`config.mk`:
```
export PLATFORM = sky130hd
export DESIGN_NAME = rotate_detector
export DESIGN_NICKNAME = d
export VERILOG_FILES = /design/src/rtl/rotate_detector.sv
export SDC_FILE = /design/constraint.sdc
export NUM_CORES = 1
export LEC_CHECK = 0
export ABC_AREA = 1
export CAP_MARGIN = 25
export CORE_MARGIN = 2
export CORE_UTILIZATION = 56
export DETAILED_ROUTE_END_ITERATION = 8
export DONT_BUFFER_PORTS = 1
export PLACE_DENSITY = 0.7
export SYNTH_ARGS = -nofsm -noshare
export SYNTH_HDL_FRONTEND = slang
export SYNTH_SLANG_ARGS = --single-unit
export TNS_END_PERCENT = 30
```
`constraint.sdc`:
```
create_clock -name i_clk -period 2.5 [get_ports i_clk]
set_input_delay 0.25 -clock i_clk [delete_from_list [all_inputs] [get_ports i_clk]]
set_output_delay 0.25 -clock i_clk [all_outputs]
set_load 0.1 [all_outputs]
```
`src/rtl/rotate_detector.sv`:
```
// Finds the smallest left-rotate amount k that maps a captured word onto a
// captured target, stepping one rotation per cycle; result held until consumed.
module rotate_detector #(
  parameter int BW_DATA = 8,
  parameter int BW_CTRL = $clog2(BW_DATA)
) (
  input  logic               i_clk,
  input  logic               i_rstn,
  input  logic [BW_DATA-1:0] i_a,
  input  logic [BW_DATA-1:0] i_y,
  input  logic               i_in_valid,
  output logic               o_in_ready,
  output logic [BW_CTRL-1:0] o_k,
  output logic               o_found,
  output logic               o_out_valid,
  input  logic               i_out_ready,
  output logic               o_busy,
  output logic [1:0]         o_state
);

  // Handshakes: a transfer happens on a rising edge where valid and ready are
  // both high; valid, once raised, stays high with its data stable until then.

  typedef enum logic [1:0] {
    IDLE   = 2'd0,
    SEARCH = 2'd1,
    DONE   = 2'd2
  } state_t;

  localparam logic [BW_CTRL-1:0] CNT_LAST = BW_CTRL'(BW_DATA - 1);

  state_t             state;
  logic [BW_DATA-1:0] rot;
  logic [BW_DATA-1:0] target;
  logic [BW_CTRL-1:0] cnt;

  assign o_state = state;

  always_ff @(posedge i_clk or negedge i_rstn) begin
    if (!i_rstn) begin
      state       <= IDLE;
      rot         <= '0;
      target      <= '0;
      cnt         <= '0;
      o_k         <= '0;
      o_found     <= 1'b0;
      o_out_valid <= 1'b0;
      o_busy      <= 1'b0;
      o_in_ready  <= 1'b1;
    end else begin
      case (state)
        IDLE: begin
          if (i_in_valid && o_in_ready) begin
            rot        <= i_a;
            target     <= i_y;
            cnt        <= '0;
            o_in_ready <= 1'b0;
            o_busy     <= 1'b1;
            state      <= SEARCH;
          end
        end
        SEARCH: begin
          // rot always equals the captured word rotated left by cnt
          if (rot == target) begin
            o_k         <= cnt;
            o_found     <= 1'b1;
            o_busy      <= 1'b0;
            o_out_valid <= 1'b1;
            state       <= DONE;
          end else if (cnt == CNT_LAST) begin
            o_k         <= '0;
            o_found     <= 1'b0;
            o_busy      <= 1'b0;
            o_out_valid <= 1'b1;
            state       <= DONE;
          end else begin
            rot <= {rot[BW_DATA-2:0], rot[BW_DATA-1]};
            cnt <= cnt + 1'b1;
          end
        end
        DONE: begin
          if (i_out_ready) begin
            o_out_valid <= 1'b0;
            o_in_ready  <= 1'b1;
            state       <= IDLE;
          end
        end
        default: state <= IDLE;
      endcase
    end
  end

endmodule

```
==> impl_metrics.ini <==
[status]
status = finished clean

[yosys]
synth_area_leaders = dfrtp_1, nand2_1, nand3_1
synth_area_leader_cell = dfrtp_1
synth_edf_count = 0
seq_area_frac_synth_pct = 47.7
syn-num-nets = 195
synth_top_area_share_pct = 45.9
netlist_area_um2 = 1470
synthArstFlopShare_pct = 100
synthCells = 173
synth_most_common_cell = nand2_1
ys_warn_count = 0
ys.flop_type = dfrtp_1
synth.distinct_cells = 23
synth.avg_cell_area_um2 = 8.51
synth-seq-cells = 28
yosys-top-cells-count = nand2_1, dfrtp_1, nand3_1, inv_1, nand4_1

[sta]
worst_pin_slew_ns = 0.899
slew_violations = 0
finalCritPeriodShare_pct = 62.1
fmax_mhz = 645
fin_crit_ns = 1.55
tns_ns = 0
rsz0062_at_grt = false
slew_headroom_pct = 40.0
hold_viol = 0
setup_viol_count_final = 0
skew_ns = 0.00202

[clock_network]
cts.sinks = 28
hold_buffers = 2
cts_made_buffers = 3
cts_resized = 0
cts_max_level = 1
clk_pin_slew_ns = 0.14
cts_root_buf = clkbuf_4
cts.path.max_buffers = 2
postCtsSetupRepairBufs = 0
cts_tree = yes
clock_latency_ns = 0.32

[cells_and_area]
syn_to_final_growth_pct = 4.84
drive_gt1_share_pct = 14.7
antenna_cells = 0
fillCellCount = 222
final_nets = 200

[setup_path]
cp_slowest_cell = dfrtp_1
crit_arrival_ns = 1.78
crit_top_cell = nand2_1
critPathLaunchType = flop
cp.required_ns = 2.73
worst_path_largest_cell_delay_ns = 0.44
critPathLaunch = rot[5]
critPathCaptureType = flop
worstReg2RegStart = rot[5]
cp_cell_sequence = xnor2_1, nand2_1, nor2_2, nand3_2, nand3_1, nand2_1
cp_max_fo = 20
worstSetupPathType = reg2reg

[drt]
wl_per_cell_um = 13.1
drtPass1Iterations = 4
wl_um = 2710
viasPerCell = 5.48
drtIter0Drc = 25
postRouteAntennaNets = 0
drcViolationCount = 0
vias = 1135

[power_and_ir_drop]
p_total_uw = 659
cellPowerDensity_nw_per_um2 = 427
ir_drop_mv = 0.303
leakage_uw = 0.000857

[global_routing]
grt_max_degree = 29
grtUsageTotal_pct = 19.3
grt_pass1_wl_um = 4730
gr-total-overflow = 0
antenna_found_initial = 0
first_global_vias = 1092

[floorplan]
die_h_um = 55.3
rows = 18
start_util_pct = 59.4
dieWidth_um = 55.3
coreArea_um2 = 2480
dieArea_um2 = 3060
ios = 29

[job]
maxCapViolCount = 0

[hold_path]
hp-class = in2reg
min_from = i_out_ready

[placed_design]
dp_hpwl_um = 1890
place_congestion = 0.761
portBuffers = 0
[layout make-up]
type	instances	area [µm²]	share of cell area [%]
inverter	17	68.8	4.46
multi-input combinational	120	634	41.1
tap	30	37.5	2.43
timing repair buffer	8	75.1	4.86
sequential	28	702	45.5
clock buffer	4	26.3	1.70
[through the flow]
step	hold WS (ns)	util, %	instance area, µm²	std cells	setup WS [ns]
2_1_floorplan	-0.0456	-	1470	173	0.587
3_3_place_gp	-0.0449	60.1	1490	201	1.01
3_5_place_dp	-0.0448	60.1	1490	201	0.943
4_1_cts	0.0122	62.3	1540	207	0.925
5_1_grt	0.00110	62.3	1540	207	0.742
6_report	0.0226	62.3	1540	207	0.949
[state kept, by name (all words and copies together), names as in the netlist]
register	flops
o_out_valid	1
cnt	3
rot	8
o_k	3
o_found	1
o_state	2
o_busy	1
target	8
o_in_ready	1
[cells by family after synthesis]
kind of cell,count (synthesis),share of synthesized area (%)
multiplexers,4,3.06
flip-flops,28,47.7
adder cells (fa/ha/maj),2,1.70
AND/OR/NAND/NOR,99,31.9
AO/OA/AOI/OAI,11,3.99
buffers and inverters,25,9.26
XOR/XNOR,4,2.38
[where the power goes]
group          switching, µW  internal [µW]
clock                    125           62.5
combinational           11.9           7.27
sequential                 0            453
total                    136            523
[cell usage in the layout (no fill, tap or decap)]
cell type and instances:
buf_12 1, nand2_1 55, ha_1 2, dfstp_2 1
nor2_2 3, nand2_2 1, dfrtp_1 27, clkbuf_1 1
nor2_1 8, mux2_2 4, nand4_1 11, nand3_4 1
buf_4 6, inv_1 15, o311ai_1 1, inv_6 1
inv_2 1, clkbuf_4 3, xnor2_1 4, nand2_4 2
nand3_1 16, nand3_2 2, a21oi_1 5, dlygate4sd3_1 1
o21ai_0 5
[worst max-delay path, delay by kind of cell (launching register included)]
family	cells	cell delay, ns
DFF	1	0.44
xor gates and xnor gates	1	0.19
and+or+nand+nor	5	0.82
[path summary, 6_finish.rpt]
path,slack (ns),depth (start not counted),to
max,0.95,6,o_k[0]
min,0.02,1,o_state[1]
max reg2reg,0.95,6,o_k[0]
min reg2reg,0.52,2,o_k[2]
max in group asynchronous,1.94,2,o_in_ready
min in group asynchronous,0.34,2,o_out_valid
[routing by layer]
layer  GRT usage (%)  vias to the layer above  wire [µm]
li1                -                      566          -
met1            24.8                      538       1190
met2            31.3                       27       1330
met3            4.45                        4        159
met4            8.36                        0         39
met5               0                        -          0
Note: power is estimated with default switching activity, not from simulation.
